File: config.mk
export PLATFORM = sky130hd
export DESIGN_NAME = mem_access_unit
export DESIGN_NICKNAME = d
export VERILOG_FILES = /design/src/rtl/mem_access_unit.sv
export SDC_FILE = /design/constraint.sdc
export NUM_CORES = 1
export LEC_CHECK = 0
export CORE_AREA = 2 2 116 118
export CTS_BUF_LIST = sky130_fd_sc_hd__clkbuf_4 sky130_fd_sc_hd__clkbuf_8 sky130_fd_sc_hd__clkbuf_16
export CTS_CLUSTER_DIAMETER = 120
export DETAILED_ROUTE_END_ITERATION = 8
export DIE_AREA = 0 0 118 120
export GPL_TIMING_DRIVEN = 0
export MAX_ROUTING_LAYER = met4
export PLACE_DENSITY = 0.8
export SLEW_MARGIN = 20
export SYNTH_ARGS = -nofsm -noshare
export SYNTH_HDL_FRONTEND = slang
export SYNTH_SLANG_ARGS = --single-unit
File: constraint.sdc
create_clock -name clk -period 2.7 [get_ports clk]
set_input_delay 0.54 -clock clk [delete_from_list [all_inputs] [get_ports clk]]
set_output_delay 0.54 -clock clk [all_outputs]
set_load 0.05 [all_outputs]
File: src/rtl/mem_access_unit.sv
// -----------------------------------------------------------------------------
// mem_access_unit
//
// MEM-stage initiator for the data-memory port. Takes load/store requests from
// the pipeline and drives the word/byte memory interface. A halfword is split
// into two byte accesses: low byte at addr, high byte at addr+1. Loads are
// sign- or zero-extended. The unit stalls the pipeline via req_ready while an
// access is in flight.
//
// Handshake: a request transfers on a rising edge where req_valid & req_ready.
// req_ready is high only in IDLE. The requester holds req_op/req_addr/
// req_wdata stable while req_valid is high and req_ready is low. resp_valid
// and err_valid are single-cycle pulses with no back-pressure.
//
// Optional feature (macro MEM_ACCESS_UNIT_CHECK_EN):
//   defined   - misaligned word/halfword requests and addresses outside
//               [DM_BASE, DM_BASE+DM_BYTES) are rejected with an err_valid
//               pulse. No memory access and no response follow.
//   undefined - every request is accepted. Word addresses are forced to
//               4-byte alignment, halfword addresses to 2-byte alignment.
//               err_valid stays 0.
//
// Parameters:
//   DM_BASE   byte address of the first data-memory location
//   DM_BYTES  data-memory size in bytes (power of two)
//
// Ports:
//   clk, reset            clock, synchronous active-high reset
//   req_valid/req_ready   request handshake
//   req_op                0=LW 1=LB 2=LBU 3=LH 4=LHU 5=SW 6=SB 7=SH
//   req_addr, req_wdata   byte address, store data (low byte/halfword for SB/SH)
//   resp_valid            completion pulse (loads and stores)
//   resp_rdata            extended load data, 0 for stores, held between pulses
//   err_valid             rejected-request pulse
//   mem_wr, mem_rd        memory write strobe / read enable
//   mem_addr, mem_wdata   memory byte address / write data
//   mem_byte              1 = byte access, 0 = word access
//   mem_rdata             combinational read data (zero-extended byte if mem_byte)
// -----------------------------------------------------------------------------
module mem_access_unit #(
    parameter logic [31:0] DM_BASE  = 32'h0000_0000,
    parameter int unsigned DM_BYTES = 2048
) (
    input  logic        clk,
    input  logic        reset,
    input  logic        req_valid,
    output logic        req_ready,
    input  logic [2:0]  req_op,
    input  logic [31:0] req_addr,
    input  logic [31:0] req_wdata,
    output logic        resp_valid,
    output logic [31:0] resp_rdata,
    output logic        err_valid,
    output logic        mem_wr,
    output logic        mem_rd,
    output logic [31:0] mem_addr,
    output logic [31:0] mem_wdata,
    output logic        mem_byte,
    input  logic [31:0] mem_rdata
);

    localparam logic [2:0] OP_LW  = 3'd0;
    localparam logic [2:0] OP_LB  = 3'd1;
    localparam logic [2:0] OP_LBU = 3'd2;
    localparam logic [2:0] OP_LH  = 3'd3;
    localparam logic [2:0] OP_LHU = 3'd4;
    localparam logic [2:0] OP_SW  = 3'd5;
    localparam logic [2:0] OP_SB  = 3'd6;
    localparam logic [2:0] OP_SH  = 3'd7;

    // Elaboration-time parameter sanity.
    if (DM_BYTES == 0 || (DM_BYTES & (DM_BYTES - 1)) != 0) begin : g_bad_size
        $error("DM_BYTES must be a non-zero power of two");
    end
    if (DM_BASE[1:0] != 2'b00) begin : g_bad_base
        $error("DM_BASE must be word aligned");
    end

    typedef enum logic [1:0] {
        IDLE = 2'd0,
        ACC0 = 2'd1,
        ACC1 = 2'd2
    } state_t;

    state_t      state;
    logic [2:0]  op_q;
    logic [31:0] addr_q;
    logic [31:0] wdata_q;
    logic [7:0]  lo_q;     // low byte of a halfword load, captured in ACC0

    // Op classification for the latched op.
    logic q_word;
    logic q_half;
    logic q_store;

    always_comb begin
        q_word  = (op_q == OP_LW) || (op_q == OP_SW);
        q_half  = (op_q == OP_LH) || (op_q == OP_LHU) || (op_q == OP_SH);
        q_store = (op_q == OP_SW) || (op_q == OP_SB)  || (op_q == OP_SH);
    end

    // Request decode: address normalisation and validity.
    logic        req_word;
    logic        req_half;
    logic [31:0] req_addr_norm;
    logic        req_ok;

    always_comb begin
        req_word = (req_op == OP_LW) || (req_op == OP_SW);
        req_half = (req_op == OP_LH) || (req_op == OP_LHU) || (req_op == OP_SH);
        // With checking on, accepted requests are already aligned and this
        // is a no-op; without it, low address bits are silently dropped.
        if (req_word) begin
            req_addr_norm = {req_addr[31:2], 2'b00};
        end else if (req_half) begin
            req_addr_norm = {req_addr[31:1], 1'b0};
        end else begin
            req_addr_norm = req_addr;
        end
    end

`ifdef MEM_ACCESS_UNIT_CHECK_EN
    logic [31:0] req_offset;
    logic        req_misaligned;
    logic        req_out_of_range;

    always_comb begin
        // Unsigned 32-bit wrap: addresses below DM_BASE become large offsets
        // and fail the range test as well.
        req_offset       = req_addr - DM_BASE;
        req_out_of_range = (req_offset >= 32'(DM_BYTES));
        req_misaligned   = (req_word && (req_addr[1:0] != 2'b00)) ||
                           (req_half && req_addr[0]);
        req_ok           = !req_misaligned && !req_out_of_range;
    end
`else
    always_comb begin
        req_ok = 1'b1;
    end
`endif

    assign req_ready = (state == IDLE);

    // Memory port is a pure decode of state and latched request, so it is
    // all-zero in IDLE and stable for the whole access cycle.
    always_comb begin
        mem_wr    = 1'b0;
        mem_rd    = 1'b0;
        mem_addr  = 32'h0;
        mem_wdata = 32'h0;
        mem_byte  = 1'b0;
        case (state)
            ACC0: begin
                mem_wr   = q_store;
                mem_rd   = !q_store;
                mem_addr = addr_q;
                mem_byte = !q_word;
                if (q_store) begin
                    mem_wdata = q_word ? wdata_q : {24'h0, wdata_q[7:0]};
                end
            end
            ACC1: begin
                mem_wr   = q_store;
                mem_rd   = !q_store;
                mem_addr = addr_q + 32'd1;
                mem_byte = 1'b1;
                if (q_store) begin
                    mem_wdata = {24'h0, wdata_q[15:8]};
                end
            end
            default: ;
        endcase
    end

    // Result formatting for the final access of each op.
    logic [31:0] acc0_result;
    logic [31:0] acc1_result;

    always_comb begin
        case (op_q)
            OP_LW:   acc0_result = mem_rdata;
            OP_LB:   acc0_result = {{24{mem_rdata[7]}}, mem_rdata[7:0]};
            OP_LBU:  acc0_result = {24'h0, mem_rdata[7:0]};
            default: acc0_result = 32'h0;
        endcase
        case (op_q)
            OP_LH:   acc1_result = {{16{mem_rdata[7]}}, mem_rdata[7:0], lo_q};
            OP_LHU:  acc1_result = {16'h0, mem_rdata[7:0], lo_q};
            default: acc1_result = 32'h0;
        endcase
    end

    always_ff @(posedge clk) begin
        if (reset) begin
            state      <= IDLE;
            op_q       <= OP_LW;
            addr_q     <= 32'h0;
            wdata_q    <= 32'h0;
            lo_q       <= 8'h0;
            resp_valid <= 1'b0;
            resp_rdata <= 32'h0;
            err_valid  <= 1'b0;
        end else begin
            resp_valid <= 1'b0;
            err_valid  <= 1'b0;
            case (state)
                IDLE: begin
                    if (req_valid) begin
                        if (req_ok) begin
                            op_q    <= req_op;
                            addr_q  <= req_addr_norm;
                            wdata_q <= req_wdata;
                            state   <= ACC0;
                        end else begin
                            err_valid <= 1'b1;
                        end
                    end
                end
                ACC0: begin
                    if (q_half) begin
                        lo_q  <= mem_rdata[7:0];
                        state <= ACC1;
                    end else begin
                        resp_valid <= 1'b1;
                        resp_rdata <= acc0_result;
                        state      <= IDLE;
                    end
                end
                ACC1: begin
                    resp_valid <= 1'b1;
                    resp_rdata <= acc1_result;
                    state      <= IDLE;
                end
                default: state <= IDLE;
            endcase
        end
    end

endmodule

# After elaboration in Yosys (flattened, before gate mapping)
# Index checks and enable logic that the tools add are counted.
# totals
ff_bits	110
ramBits	0
output_inout_bits	102
mem_count	0
romBits	0
latch_bits	0
inputBits	102
word_cells	60
# op_classes
n_bitwise	0
reduce_logical	18
div	0
shifts	0
magnitude_cmp	0
eq_ne	15
add_sub_neg	1
mux	19
mul	0
# op_table
op	count
one-hot mux 32 bit (2 select lines)	4
2-to-1 mux 32 bit	3
one-hot mux 32 bit (3 select lines)	1
adder 32 x 1 -> 32 bit, second input constant	1
== test 3 bit, second input constant	7
== test 3 x 2 -> 1 bit, second input constant	3
logical OR 1 bit	8
2-to-1 mux 8 bit	1
zero test 3 bit	2
2-to-1 mux 2 bit	3
AND reduction 2 bit	3
2-to-1 mux 1 bit	4
inequality test 2 bit, second input constant	2
one-hot mux 1 bit (2 select lines)	2
one-hot mux 2 bit (2 select lines)	1
== test 3 x 1 -> 1 bit, second input constant	1
== test 2 x 1 -> 1 bit, second input constant	1
== test 2 bit, second input constant	1
zero test 1 bit	2
zero test 2 bit	1
nonzero test 2 bit	1
OR reduction 2 bit	1

# Depth between registers and ports, before layout
# depth
ltp_word	5
ltp_mapped	9

# Worst setup path after synthesis
# OpenSTA, ideal clock, no wires.
# synth_timing
kind	reg2out
startpoint	register state[1]
endpoint	output port mem_addr[2]
t_arrival_ns	2.572
stages_incl_launch_ff	8
setup_slack_ns	-0.412
path_buffers	2
path_cell_list	dfxtp_1 > inv_1 > ha_1 > and2_1 > clkbuf_1 > clkbuf_1 > nand2_1 > o21ai_0
# synth_between
elab_chain_len	2
# synth_lines
item	line	rtl
start, declared	85	state_t state;
start signal, assigned	195	state <= IDLE;
start signal, assigned	213	state <= ACC0;
start signal, assigned	222	state <= ACC1;
== test 2 bit or == test 2 x 1 -> 1 bit (tied branches)	152	case (state)
one-hot mux 32 bit (2 select lines) (*)	152	
end, declared	56	output logic [31:0] mem_addr,
# Mark *: on every way between the ends. The rest lies on a longest branch, timed or not.

# Worst setup path in the final report
# layout_timing
startpoint	register addr_q[0]
endpoint	output port mem_addr[23]
# layout_between
elab_chain_len	2
# layout_lines
item	line	rtl
start, declared	87	logic [31:0] addr_q;
start signal, assigned	211	addr_q <= req_addr_norm;
adder 32 x 1 -> 32 bit	165	mem_addr = addr_q + 32'd1;
one-hot mux 32 bit (2 select lines)	152	
# Every way passes these cells.

==> key figures <==
Die
  • Die span in x: 118 um
  • Ports: roughly 200
  • Core area: 13000 um^2
  • Site Rows: 42
  • Area of the die: 14200 um^2
  • Starting Density: a little over two fifths
  • Die Y: approximately 120 um

Status
  • Status: finished with violations
  • Failing checks: negative setup slack

Final layout
  • Post-Layout Cell Count: ~1200
  • Fraction of layout instances using a drive strength above 1: 20.7%
  • Antenna cells: 0
  • Final nets: 1113
  • Area delta synth->final: 51.0%

CTS
  • Clock sinks: 110
  • Reg clk slew, reported paths: ~0.080 ns
  • CTS tree: done
  • Htree depth: 3
  • Clock latency on the worst-skew pair: between 0.3 and 0.4 ns
  • CTS Buf Count: 9
  • Clock Tree Buf Depth: 2
  • Clk Tree Root Cell: clkbuf_16

STA
  • Final setup viols: 13
  • Final hold vios: 0
  • Slew Limit Fails: 0
  • Max Freq: roughly 350 MHz
  • Relative slew slack: slightly below 60%
  • Least-Margin Pin Slew: about 0.63 ns
  • Setup ws final: -0.148 ns
  • RSZ-0062 raised after global routing: yes
  • Worst clock skew: around 0.0086 ns
  • Min cycle time layout: about 2.8 ns
  • Crit share post-route: 105%

Synthesis
  • Ys flop type: dfxtp_1
  • Post-synth ARST share: 0%
  • Yosys top cell area share: about two fifths
  • Yosys cell types: 56
  • Post-synth EDFFs: 0
  • Total nets after synthesis: around 880
  • Post-synthesis cell type with the largest combined area: dfxtp_1
  • Seq cells post-synth: between 100 and 150
  • Cell area after synthesis: 5690 um^2
  • Top cells by area, synth: dfxtp_1 (39%), nand2_1 (11%), a21oi_1 (9.1%)
  • Sequential fraction of the synthesis area: between 30% and 40%
  • Mapped Avg Cell Area: around 7.3 um^2
  • Synth top cells by count: nand2_1 (165), dfxtp_1 (110), a21oi_1 (103)
  • Top-count cell post-synth: nand2_1
  • Warnings from Yosys: 0
  • Cells after Synth: between 700 and 800

Worst setup path
  • Worst endpoint required time: 2.16 ns
  • Worst EP arrival: 2.31 ns
  • WS Path Type: reg2out
  • FF-to-FF End: addr_q[8]$_SDFFE_PP0P_
  • CP endpoint kind: primary output
  • FF-to-FF Start: state[1]$_SDFFE_PP0P_
  • Flop-to-flop setup slack: ~0.47 ns
  • Worst reg2reg path depth: 8
  • CP Max Fanout: 3
  • Critical path startpoint category: register

Global routing
  • First-pass GRT wire length: between 30000 and 40000 um
  • Total Routing Usage GR: about 28%
  • Total gr overflow: 0
  • Vias in the first global route: just over 6000
  • Largest net degree at the start of global routing: 19
  • Initial antenna violation count: 0

Run
  • Number of max-cap violations: 0

Power and ir drop
  • Power per cell area: approximately 510 nW/um^2
  • Pleak: between 3 and 4 nW
  • Worst vdd ir: 0.295 mV

Routing
  • Antenna Nets Post-Route: 0
  • First-pass DRT Iterations: 6
  • Vias per cell: between 5 and 6
  • Via count: around 6600
  • Drt drc: 0
  • Wire per inst: around 17 um
  • DRT Wirelength: 20000 um
  • Iter 0 DRT Violations: 629

Hold path
  • Hold Crit Class: reg2reg
  • Hold Crit Start: wdata_q[24]$_SDFFE_PP0P_
  • Worst hold stages: 2
  • Worst Hold Path EP: wdata_q[24]$_SDFFE_PP0P_

Placement
  • DP Wirelength: about 14000 um
  • Port Buf Inserts: about 200
  • Setup WS pre-CTS: -0.839 ns
  • DP Cell Count: between 1000 and 1500
  • Final Wtd Congestion: 0.919
worst max path at each step:
| stage | slack [ns] | to | startpoint |
|---|---|---|---|
| after floorplan | -0.07 | mem_addr[15] | state[1]$_SDFFE_PP0P_ |
| after global placement | -0.76 | mem_addr[19] | state[1]$_SDFFE_PP0P_ |
| after detailed placement | -0.84 | mem_byte | state[1]$_SDFFE_PP0P_ |
| after CTS | -0.20 | mem_addr[31] | addr_q[14]$_SDFFE_PP0P_ |
| after global routing | -0.19 | mem_addr[23] | addr_q[0]$_SDFFE_PP0P_ |
| final | -0.15 | mem_addr[23] | addr_q[0]$_SDFFE_PP0P_ |
cell families after synthesis:
family          after synthesis  synth area share, %
simple gates                357                 29.3
compound gates              201                 21.0
flops                       110                 38.7
buf+inv                      78                 5.79
xor+xnor                     12                 1.85
mux                          12                 2.40
fa+ha+maj                     4                0.880
other cells                   1               0.0660
layout by cell type (no fill, tap or decap), types with 4 or more instances in the layout:
| master | n |
|---|---|
| buf_1 | 5 |
| o21ai_2 | 10 |
| buf_4 | 29 |
| a211oi_1 | 8 |
| nand2b_1 | 4 |
| a22oi_1 | 8 |
| clkbuf_4 | 13 |
| nand2_1 | 163 |
| nor3_1 | 32 |
| a31oi_1 | 4 |
| clkbuf_16 | 9 |
| clkbuf_1 | 27 |
| dfxtp_1 | 96 |
| nand3_1 | 15 |
| o21ai_0 | 6 |
| clkbuf_2 | 4 |
| mux2i_1 | 8 |
| buf_2 | 45 |
| a31oi_2 | 4 |
| o21ai_1 | 15 |
| a21oi_1 | 102 |
| nor3_2 | 4 |
| xor2_1 | 9 |
| inv_1 | 10 |
| a221oi_1 | 8 |
| dfxtp_2 | 12 |
| and3_1 | 26 |
| nand4_1 | 15 |
| clkdlybuf4s50_1 | 134 |
| buf_6 | 26 |
| nor2_1 | 68 |
| o21a_1 | 17 |
metrics by stage:
| stage | TNS, ns | power, mW | hold slack [ns] | instance area, um^2 | utilization, % |
|---|---|---|---|---|---|
| final | -0.810 | 4.36 | 0.451 | 8580 | 66.1 |
| after global placement | -35.86 | 2.86 | 0.438 | 7990 | 61.6 |
| after floorplan | -0.106 | 2.46 | 0.432 | 5760 | - |
| after detailed placement | -38.01 | 2.87 | 0.442 | 7990 | 61.6 |
| after CTS | -1.07 | 4.35 | 0.453 | 8450 | 65.1 |
| after global routing | -1.80 | 4.52 | 0.476 | 8580 | 66.1 |
sequential cells by signal, summed over array words and instances, names as in the netlist:
register / flops
addr_q: 32
lo_q: 8
op_q: 3
resp_rdata: 32
resp_valid: 1
state: 2
wdata_q: 32
report_power, final:
part | switching, mW | total, mW | internal (mW) | leakage [nW]
clock network | 0.644 | 1.48 | 0.834 | 0.161
logic | 0.629 | 1.05 | 0.425 | 2.43
registers | 0.0891 | 1.83 | 1.74 | 0.909
total | 1.36 | 4.36 | 3.00 | 3.50
per-layer routing:
layer  vias to the layer above  GRT usage (%)  part of all wire (%)
li1                       3155              -                     -
met1                      3042           36.0                    42
met2                       310           43.4                    47
met3                        52           5.42                   8.1
met4                         0           11.2                   3.1
met5                         -              -                     0
repair_timing:
action,in CTS,in global routing
gates resized for setup,368,118
cloned,0,0
setup endpoints to repair,67,64
setup buffers,15,6
hold buffers,0,0
pin swaps,16,19
cell type report:
| type | instances | area [um^2] |
|---|---|---|
| Clock buffer | 10 | 233 |
| Fill cell | 1137 | 4400 |
| Tap cell | 176 | 220 |
| Sequential cell | 110 | 2220 |
| Clock inverter | 6 | 91.3 |
| Timing Repair Buffer | 222 | 2010 |
| Multi-Input combinational cell | 587 | 3390 |
| Buffer | 66 | 365 |
| Inverter | 11 | 41.3 |
critical path: stages (launching register included):
cell and delay (ns):
dfxtp_4 0.38, buf_4 0.14, nand3_2 0.12, nor4_4 0.28, buf_4 0.19, buf_4 0.12
nand2_2 0.06, or4_4 0.42, nand3_2 0.10, buf_8 0.15
Power figures use the tool's default switching activity.
